$ cat config.mk
export PLATFORM = sky130hd
export DESIGN_NAME = filt_buf2_sched
export DESIGN_NICKNAME = d
export VERILOG_FILES = /design/src/rtl/filt_buf2_sched.sv
export SDC_FILE = /design/constraint.sdc
export NUM_CORES = 1
export LEC_CHECK = 0
export CELL_PAD_IN_SITES_DETAIL_PLACEMENT = 0
export CELL_PAD_IN_SITES_GLOBAL_PLACEMENT = 1
export CORE_MARGIN = 1.5
export CORE_UTILIZATION = 17
export CTS_BUF_LIST = sky130_fd_sc_hd__clkbuf_4
export CTS_CLUSTER_DIAMETER = 100
export CTS_CLUSTER_SIZE = 28
export DETAILED_ROUTE_END_ITERATION = 10
export PLACE_DENSITY_LB_ADDON = 0.1
export SLEW_MARGIN = 10
export SYNTH_ARGS = -nofsm -noshare
export SYNTH_HDL_FRONTEND = slang
export SYNTH_SLANG_ARGS = --single-unit
$ cat constraint.sdc
create_clock -name clk_i -period 2.19 [get_ports clk_i]
set_input_delay 0.438 -clock clk_i [delete_from_list [all_inputs] [get_ports clk_i]]
set_output_delay 0.438 -clock clk_i [all_outputs]
set_load 0.02 [all_outputs]
$ cat src/rtl/filt_buf2_sched.sv
// Round-robin scheduler that lends frame buffer 2 to one in-place filter at a time.
// Optional watchdog abort for hung filters: define FILT_SCHED_WATCHDOG_EN.
module filt_buf2_sched #(
    parameter int NUM_FILT    = 4,
    parameter int ADDR_W      = 17,
    parameter int DATA_W      = 12,
    parameter int TIMEOUT_CYC = 200000
) (
    input  logic                       clk_i,
    input  logic                       rst_i,
    input  logic [NUM_FILT-1:0]        req_i,
    input  logic                       cam_busy_i,
    output logic [NUM_FILT-1:0]        filt_rst_o,
    output logic [NUM_FILT-1:0]        filt_en_o,
    input  logic [NUM_FILT-1:0]        filt_done_i,
    input  logic [NUM_FILT*ADDR_W-1:0] filt_rdaddr_i,
    input  logic [NUM_FILT*ADDR_W-1:0] filt_wraddr_i,
    input  logic [NUM_FILT*DATA_W-1:0] filt_dout_i,
    input  logic [NUM_FILT-1:0]        filt_we_i,
    output logic [ADDR_W-1:0]          rdaddr_buf2,
    output logic [ADDR_W-1:0]          wraddr_buf2,
    output logic [DATA_W-1:0]          dout_buf2,
    output logic                       we_buf2,
    output logic                       busy_o,
    output logic [NUM_FILT-1:0]        grant_o,
    output logic                       led_done,
    output logic                       err_o
);

    localparam int IDX_W = (NUM_FILT > 1) ? $clog2(NUM_FILT) : 1;

    typedef enum logic [2:0] {
        S_IDLE, S_ARB, S_RST, S_EN, S_RUN, S_REL, S_ABORT
    } state_t;

    state_t              r_state;
    state_t              w_next;
    logic [NUM_FILT-1:0] r_grant;
    logic [IDX_W-1:0]    r_gidx;
    logic [IDX_W-1:0]    r_rr;
    logic [IDX_W-1:0]    w_rr_next;
    logic [IDX_W-1:0]    w_pick_idx;
    logic                w_pick_ok;
    logic                w_timeout;

`ifdef FILT_SCHED_WATCHDOG_EN
    localparam int TMR_W = $clog2(TIMEOUT_CYC + 1);
    logic [TMR_W-1:0] r_timer;
    logic             r_err;

    // Timer is held at zero outside RUN, so it restarts on every RUN entry.
    always_ff @(posedge clk_i or posedge rst_i) begin
        if (rst_i) begin
            r_timer <= '0;
            r_err   <= 1'b0;
        end else begin
            r_timer <= (r_state == S_RUN) ? r_timer + 1'b1 : '0;
            if (r_state == S_RUN && w_next == S_ABORT)
                r_err <= 1'b1;
        end
    end

    assign w_timeout = (r_timer == TMR_W'(TIMEOUT_CYC - 1));
    assign err_o     = r_err;
`else
    assign w_timeout = 1'b0;
    assign err_o     = 1'b0;
`endif

    // Scan downward from the farthest offset so the closest request above rr wins.
    always_comb begin
        // NOTE: every comb output gets a default first so no path can infer a latch.
        int unsigned v_idx;
        v_idx      = 0;
        w_pick_ok  = 1'b0;
        w_pick_idx = '0;
        for (int i = NUM_FILT - 1; i >= 0; i--) begin
            v_idx = int'(r_rr) + i;
            if (v_idx >= NUM_FILT)
                v_idx = v_idx - NUM_FILT;
            if (req_i[v_idx]) begin
                w_pick_ok  = 1'b1;
                w_pick_idx = IDX_W'(v_idx);
            end
        end
    end

    assign w_rr_next = (r_gidx == IDX_W'(NUM_FILT - 1)) ? '0 : r_gidx + 1'b1;

    always_comb begin
        w_next = r_state;
        case (r_state)
            S_IDLE:  if (|req_i && !cam_busy_i) w_next = S_ARB;
            S_ARB:   w_next = (w_pick_ok && !cam_busy_i) ? S_RST : S_IDLE;
            S_RST:   w_next = S_EN;
            S_EN:    w_next = S_RUN;
            S_RUN: begin
                if (filt_done_i[r_gidx])
                    w_next = S_REL;
                else if (w_timeout)
                    w_next = S_ABORT;
            end
            S_REL:   w_next = S_IDLE;
            S_ABORT: w_next = S_IDLE;
            default: w_next = S_IDLE;
        endcase
    end

    always_ff @(posedge clk_i or posedge rst_i) begin
        if (rst_i) begin
            r_state <= S_IDLE;
            r_grant <= '0;
            r_gidx  <= '0;
            r_rr    <= '0;
        end else begin
            // NOTE: state registers use non-blocking assignment so every flop samples pre-edge values.
            r_state <= w_next;
            if (r_state == S_ARB && w_next == S_RST) begin
                r_grant <= NUM_FILT'(1) << w_pick_idx;
                r_gidx  <= w_pick_idx;
            end
            if (r_state == S_REL || r_state == S_ABORT) begin
                r_grant <= '0;
                r_rr    <= w_rr_next;
            end
        end
    end

    // Zero-latency routing keeps each filter's own address/data alignment intact.
    assign rdaddr_buf2 = (|r_grant) ? filt_rdaddr_i[int'(r_gidx)*ADDR_W +: ADDR_W] : '0;
    assign wraddr_buf2 = (|r_grant) ? filt_wraddr_i[int'(r_gidx)*ADDR_W +: ADDR_W] : '0;
    assign dout_buf2   = (|r_grant) ? filt_dout_i[int'(r_gidx)*DATA_W +: DATA_W]   : '0;
    assign we_buf2     = (r_state == S_RUN) ? filt_we_i[r_gidx] : 1'b0;

    assign filt_rst_o = (r_state == S_RST || r_state == S_ABORT) ? r_grant : '0;
    assign filt_en_o  = (r_state == S_EN) ? r_grant : '0;
    assign busy_o     = |r_grant;
    assign grant_o    = r_grant;
    assign led_done   = (r_state == S_REL);

endmodule
; Word-level counts from Yosys, hierarchy flattened
; Index checks and enable logic that the tools add are counted.
[op_classes]
add_sub_neg = 8
n_mul = 2
n_lt_le_gt_ge = 9
n_eq_ne = 8
shifts = 4
mux = 37
reduce_logical = 10
[ops]
columns = cell, n
row1 = $lt 32x3->1 const B, 4
row2 = $mux 32, 4
row3 = $shiftx 68x32->17, 1
row4 = $shiftx 68x8->17, 1
row5 = $shiftx 48x7->12, 1
row6 = $mux 17, 2
row7 = $mux 4, 4
row8 = $pmux 3 s5, 1
row9 = $bmux 1 s2, 6
row10 = $mux 12, 1
row11 = $mux 2, 6
row12 = $sub 3x3->4 const B, 3
row13 = $mux 1, 11
row14 = $eq 3x2->1 const B, 3
row15 = $eq 3x3->1 const B, 3
row16 = $ge 3x3->1 const B, 3
row17 = $reduce_or 4->1, 2
row18 = $mul 2x5->7 const B, 1
row19 = $add 2x2->3 const B, 2
row20 = $mux 3, 2
row21 = $mul 2x2->4 const B, 1
row22 = $shl 1x2->4 const A, 1
row23 = $sub 2x3->4 const B, 1
row24 = $add 2x1->3 const B, 1
row25 = other kinds (10), 13
[totals]
ff_bits = 11
input_bits = 199
output_inout_bits = 62
wordCells = 82

; Longest topological paths before layout
; Gate-level depths: netlist (run 1).
[logic_depth]
word_depth = 16
depth_mapped = 5
ltp_nobuf = 4

; Worst setup path after synthesis (run 1)
; OpenSTA, ideal clock, no wires.
[synth_timing]
path_kind = flip-flop to output port
from = reg r_gidx[0]
to = out dout_buf2[10]
arrival_ps = 1582
t_required_ps = 1752
slack_ps = 170
path_stages_with_launch = 6
n_path_buf = 3
cell_sequence = dfrtp_1 buf_2 buf_4 buf_4 mux4_2 nor2b_1
[synth_via]
elab_chain_cells = 3
[synth_rtl]
columns = element, line
row1 = start: declaration, 39  ; logic [IDX_W-1:0] r_gidx;
row2 = start signal: assignment, 120  ; r_gidx <= w_pick_idx;
row3 = $mul 2x2->4, 132  ; assign dout_buf2 = (|r_grant) ? filt_dout_i[int'(r_gidx)*DATA_W +: DATA_W] : '0;
row4 = $shiftx 48x7->12, 132
row5 = $mux 12, 132
row6 = end: declaration, 22  ; output logic [DATA_W-1:0] dout_buf2,
; Every way passes these cells.

; Worst setup path after layout (run 1)
[layout_timing]
from = reg r_gidx[0]
to = out we_buf2
[layout_via]
elab_chain_cells = 3
[layout_rtl]
columns = element, line
row1 = $bmux 1 s2, 133  ; assign we_buf2 = (r_state == S_RUN) ? filt_we_i[r_gidx] : 1'b0;
row2 = $mux 1 (implied by the code), 133
row3 = $mux 1, 133
row4 = end: declaration, 23  ; output logic we_buf2,
; Every way passes these cells. The select of a mux whose other input is x is not followed.

==> results of run 1 <==
==> registers in the layout, summed over array words and instances, names as in the netlist <==
signal and cells:
r_gidx 2, r_state 3, r_rr 2, grant_o 4
==> layer usage <==
layer / part of all wire (%) / vias to the layer above / wire [microns] / GRT usage [%]
met5: 0 / - / 0 / 0
met2: 52 / 151 / 5844 / 29.28
met1: 37 / 1283 / 4123 / 18.66
li1: - / 1264 / - / -
met3: 10 / 4 / 1125 / 4.942
met4: 0.56 / 0 / 63 / 1.500
==> final cells by class <==
| cell class | count | area share, % |
|---|---|---|
| Timing Repair Buffer | 288 | 55.04 |
| Tap cell | 147 | 3.523 |
| Inverter | 4 | 0.2876 |
| Clock buffer | 4 | 0.5751 |
| Sequential cell | 11 | 5.416 |
| Multi-Input combinational cell | 150 | 35.15 |
==> stage by stage <==
step | hold slack (ps) | instances | setup TNS [ps] | utilization, %
2_1_floorplan | 290.4 | 183 | 0 | -
3_3_place_gp | 533.5 | 591 | -10900 | 41.75
3_5_place_dp | 536.8 | 591 | -11160 | 41.75
4_1_cts | 478.4 | 604 | -3599 | 41.90
5_1_grt | 505.8 | 604 | -4139 | 43.47
6_report | 458.0 | 604 | -1021 | 43.47
==> kinds of logic (layout without fill, tap and decap cells) <==
family	after synthesis	after routing	synth area share [%]
fa+ha+maj	1	1	0.5969
simple gates	81	81	23.04
flops	11	11	13.13
buf+inv	22	296	5.194
mux	50	50	52.60
compound gates	17	17	5.253
other cells	1	1	0.1789
==> report_power, final <==
part / internal (W) / leakage, nW / switching (W)
logic: 0.00289 / 1.97 / 0.00259
clock network: 0.0000830 / 0.0184 / 0.0000680
registers: 0.000296 / 0.137 / 0.000107
total: 0.00327 / 2.12 / 0.00276
==> how the worst max path moves through the flow <==
stage	to	depth (start not counted)	slack [ps]
final	we_buf2	5	-70
after global routing	rdaddr_buf2[4]	5	-140
after detailed placement	rdaddr_buf2[4]	4	-330
after CTS	dout_buf2[4]	6	-170
after floorplan	dout_buf2[10]	5	170
after global placement	rdaddr_buf2[4]	4	-360
==> what timing repair did <==
action | in CTS | in global routing
gates cloned | 3 | 1
buffers inserted | 7 | 0
gates resized for setup | 228 | 60
setup endpoints to repair | 56 | 51
==> cell usage in the layout (no fill, tap or decap), types with 2 or more instances in the layout <==
master and instances:
nand2_1 5, buf_8 2, and2_1 9, buf_12 7, dfrtp_2 3, dfrtp_1 7, a21oi_1 5, o21ai_0 2
mux4_2 48, dlymetal6s2s_1 4, o31ai_1 3, buf_6 16, inv_1 4, a32o_1 2, clkbuf_4 4, nor2b_1 31
buf_4 31, dlygate4sd2_1 5, nand2b_1 4, nor2_1 5, buf_2 17, buf_16 2, clkdlybuf4s50_1 203, o22ai_1 2
nand3_1 2, nor4_1 2, nor2b_4 15
==> flow_summary.ini, run 1 <==
[outcome]
outcome = complete, but fails checks
violations = negative setup slack

[clock_network]
cts.clk_slew.worst_paths_ps = 70
hold_buffers = 0
cts.path.max_buffers = 2
cts_tree = built
htreeDepth = 1
clock_latency_ps = 270
clock_sinks = 11
cts_made_buffers = 3
clock_tree.root_cell = clkbuf_4

[critical_path]
max_stage_delay_ps = 500
ff2ff_path_depth = 4
worst_ep_required_time_ps = 1750
critPathArrivalTime_ps = 1820
worstPathMaxFanout = 7
crit_slowest_cell = dfrtp_4
regToRegEndpoint = grant_o[1]
path_buf_inv = 3
crit_type = register to primary output
r2r_start = r_state[1]
cp-start-kind = register
cp_cell_sequence = buf_4, buf_8, mux4_2, nor3b_1, buf_2
r2r_slack_ps = 510
setup.worst_path.end_class = primary output
crit_start = r_gidx[0]
crit_family = flip-flops

[yosys]
ys_warn_count = 0
ys.flop_type = dfrtp_1
synth_edf_count = 0
syn_area_per_cell_sq_um = 11.45
ys_ff_latch = 11
synth_area_sq_mm = 0.002096
async_reset_ff_share_pct = 100.0
synth_largest_area_cell = mux4_2
ys_types = 32
synth.most_common_cell = mux4_2
synth.top_cell.area_share_pct = 51.58
ys_seq_area_share_pct = 13.13
syn_nets = 383
synthCells = 183
yosys-top-cells-count = 48 x mux4_2, 47 x nor2b_1, 11 x dfrtp_1
synth_top_cells_by_area = mux4_2 52%, nor2b_1 14%, dfrtp_1 13%

[detailed_routing]
dr.first_iter.drc_count = 89
drt_pass1_iterations = 4
wl_mm = 11.16
routed_via_density = 4.474
vias = 2702
detail_route.wl_per_cell_microns = 18.47
drc_errors = 0
ant_nets = 0

[place]
pre_cts_slack_ps = -334.4
post_dp_cell_area_sq_mm = 0.005015
port_buffers = 259
dpl.hpwl_mm = 9.165
place_congestion = 0.7335

[hold_path]
hold_class = primary input to async pin

[timing]
max_freq_mhz = 443.2
timing.final.crit_share_pct = 103.0
hold_viol = 0
finalSetupViolCount = 37
min_period_ps = 2256
slew_viol_final = 0
grt_setup_unrepaired = true
skew_ps = 0.2802
fin_ws_ps = -66.36

[layout]
seq_area_sq_um = 282.8
drive_above_1_share_pct = 33.26
multi_input_area_sq_mm = 0.001836
area_growth_pct = 149.1
nets = 658
diodes = 0
design_area_sq_mm = 0.005221
fillers = 1188

[grt]
grt_start_max_net_pins = 28
grt_antenna_before_repair = 0
grt_pass1_wl_mm = 15.78
grt_usage_pct = 15.86
grt_pass1_vias = 2782
overflow = 0

[flow_run]
drv_cap = 0

[die]
die_y_microns = 114.0
io_pins = 261
core_sq_mm = 0.01201
initial_utilization_pct = 17.45
rows = 40
dieArea_sq_mm = 0.01300
fp.dieW_microns = 114.0

[power_and_ir_drop]
p_per_area_mw_per_mm2 = 1155
vdd_drop_max_mv = 0.5934
cellLeakagePower_nw = 2.123
power_w = 0.006031
(Power assumes the default switching activity.)
==> inputs of run 2 (changes only) <==
- CAP_MARGIN: not set -> 20
==> results of run 2 <==
The final DEF is identical to that of run 1; final timing and power are the same.
==> inputs of run 3 (changes only) <==
- CELL_PAD_IN_SITES_GLOBAL_PLACEMENT: 1 -> 2
- CORE_UTILIZATION: 17 -> 14
- clock period: 2.19 -> 2.7 ns (I/O delays scaled with it)
==> run 3 against run 2 <==
The flow now finishes without violations; final cell count up 3.8%; core utilization down 9.0 points; power down 30%; sequential power down 15%; sequential share of layout area up 0.16 points; critical path type unchanged.
==> flow_summary.ini, run 3 (synthesis gave the netlist of run 1 again) <==
[die]
initial_utilization_pct = 14.37
die_y_microns = 125.4
core_sq_mm = 0.01459
io_pins = 261
fp.dieW_microns = 125.4
rows = 44
dieArea_sq_mm = 0.01571

[clock_network]
htreeDepth = 1
cts_tree = built
clock_latency_ps = 270
cts_made_buffers = 3
cts.path.max_buffers = 2
clock_tree.root_cell = clkbuf_4
cts.clk_slew.worst_paths_ps = 80
clock_sinks = 11
hold_buffers = 0

[outcome]
outcome = finished clean

[layout]
largest_register_ff_count = 4
mostFrequentLayoutCells = 212 x clkdlybuf4s50_1, 48 x mux4_2, 47 x nor2b_1, 47 x dlygate4sd2_1
nets = 644
stdcell_count = 627
area_growth_pct = 140.0
drive_above_1_share_pct = 16.25
final_common_cell = clkdlybuf4s50_1
fillers = 1483
diodes = 0

[detailed_routing]
detail_route.wl_per_cell_microns = 18.41
wl_mm = 11.54
drc_errors = 0
vias = 2635
ant_nets = 0
routed_via_density = 4.203
dr.first_iter.drc_count = 63
drt_pass1_iterations = 4

[grt]
grt_pass1_vias = 2752
grt_antenna_before_repair = 0
grt_pass1_wl_mm = 17.19
overflow = 0
grt_start_max_net_pins = 40
grt_usage_pct = 14.28

[power_and_ir_drop]
vdd_drop_max_mv = 0.3425
cellLeakagePower_nw = 1.935
p_per_area_mw_per_mm2 = 840.7

[hold_path]
hold_class = register to register

[timing]
grt_setup_unrepaired = false
fin_ws_ps = 110.1
skew_ps = 4.282
min_period_ps = 2590
timing.hold.ws_ps = 536.4
hold_viol = 0
slew_viol_final = 0
finalSetupViolCount = 0
timing.final.crit_share_pct = 95.92
max_freq_mhz = 386.1
fin_tns_setup_ps = 0

[critical_path]
worst_ep_required_time_ps = 2160
critPathArrivalTime_ps = 2050
setup.worst_path.end_class = primary output
cp-start-kind = register
crit_type = register to primary output
worstPathMaxFanout = 3

[place]
placed_cells = 619
dpl.hpwl_mm = 9.789
port_buffers = 259
pre_cts_slack_ps = -23.44
place_congestion = 0.8212

[flow_run]
drv_cap = 0
## run 3: cell count changes in the layout (fill, tap and decap cells not counted), moves of 15 or more
cell / change
dlygate4sd2_1: +42
buf_4: -25
buf_6: -15
buf_2: -17
nor2b_4: -15
nor2b_1: +16
## run 3: where the power goes
part           internal, W  switching, W  leakage (nW)
Combinational      0.00190       0.00187          1.78
Sequential        0.000237      0.000106         0.140
Clock            0.0000549     0.0000627        0.0177
## run 3: per-stage QoR
stage	power (W)	utilization, %	instance area, sq um
5_1_grt	0.004557	34.48	5030
4_1_cts	0.004355	34.48	5030
3_5_place_dp	0.004487	34.23	4994
6_report	0.004229	34.48	5030
3_3_place_gp	0.004495	34.23	4994
2_1_floorplan	0.002506	-	2096
## run 3: timing repair
item                                    4_1_cts  5_1_grt
resized for setup                            49        0
endpoints found under the setup margin       47        0
endpoints found under the hold margin         0        0
buffers inserted                              4        0
## run 3: layer usage
metal | share of wire, % | up-vias | global-route usage (%)
met4 | 1.2 | 0 | 2.072
met3 | 7.5 | 8 | 3.466
li1 | - | 1235 | -
met1 | 39 | 1231 | 16.79
met2 | 53 | 161 | 26.71
met5 | 0 | - | 0
## run 3: layout make-up
type	count	area, sq um	share of cell area, %
Multi-Input combinational cell	150	1727	34.33
Tap cell	184	230.2	4.577
Clock buffer	3	22.52	0.4478
Timing Repair Buffer	274	2750	54.68
Inverter	4	15.01	0.2985
Clock inverter	1	5.005	0.09950
Sequential cell	11	280.3	5.572
## run 3: worst paths after layout
path	start	endpoint	slack (ps)	cells after the start
max	r_gidx[0]	we_buf2	110	5
min	r_rr[0]	r_rr[0]	540	2
max reg2reg	r_state[1]	grant_o[1]	1050	4
min reg2reg	r_rr[0]	r_rr[0]	540	2
max in group asynchronous	rst_i	r_gidx[0]	1790	2
min in group asynchronous	rst_i	r_gidx[0]	570	2
## run 3: worst max-delay path, stage by stage, from the launching register on
cell	delay, ps
dfrtp_4	520
buf_4	160
buf_12	120
mux4_2	470
nor3b_1	170
dlygate4sd2_1	320
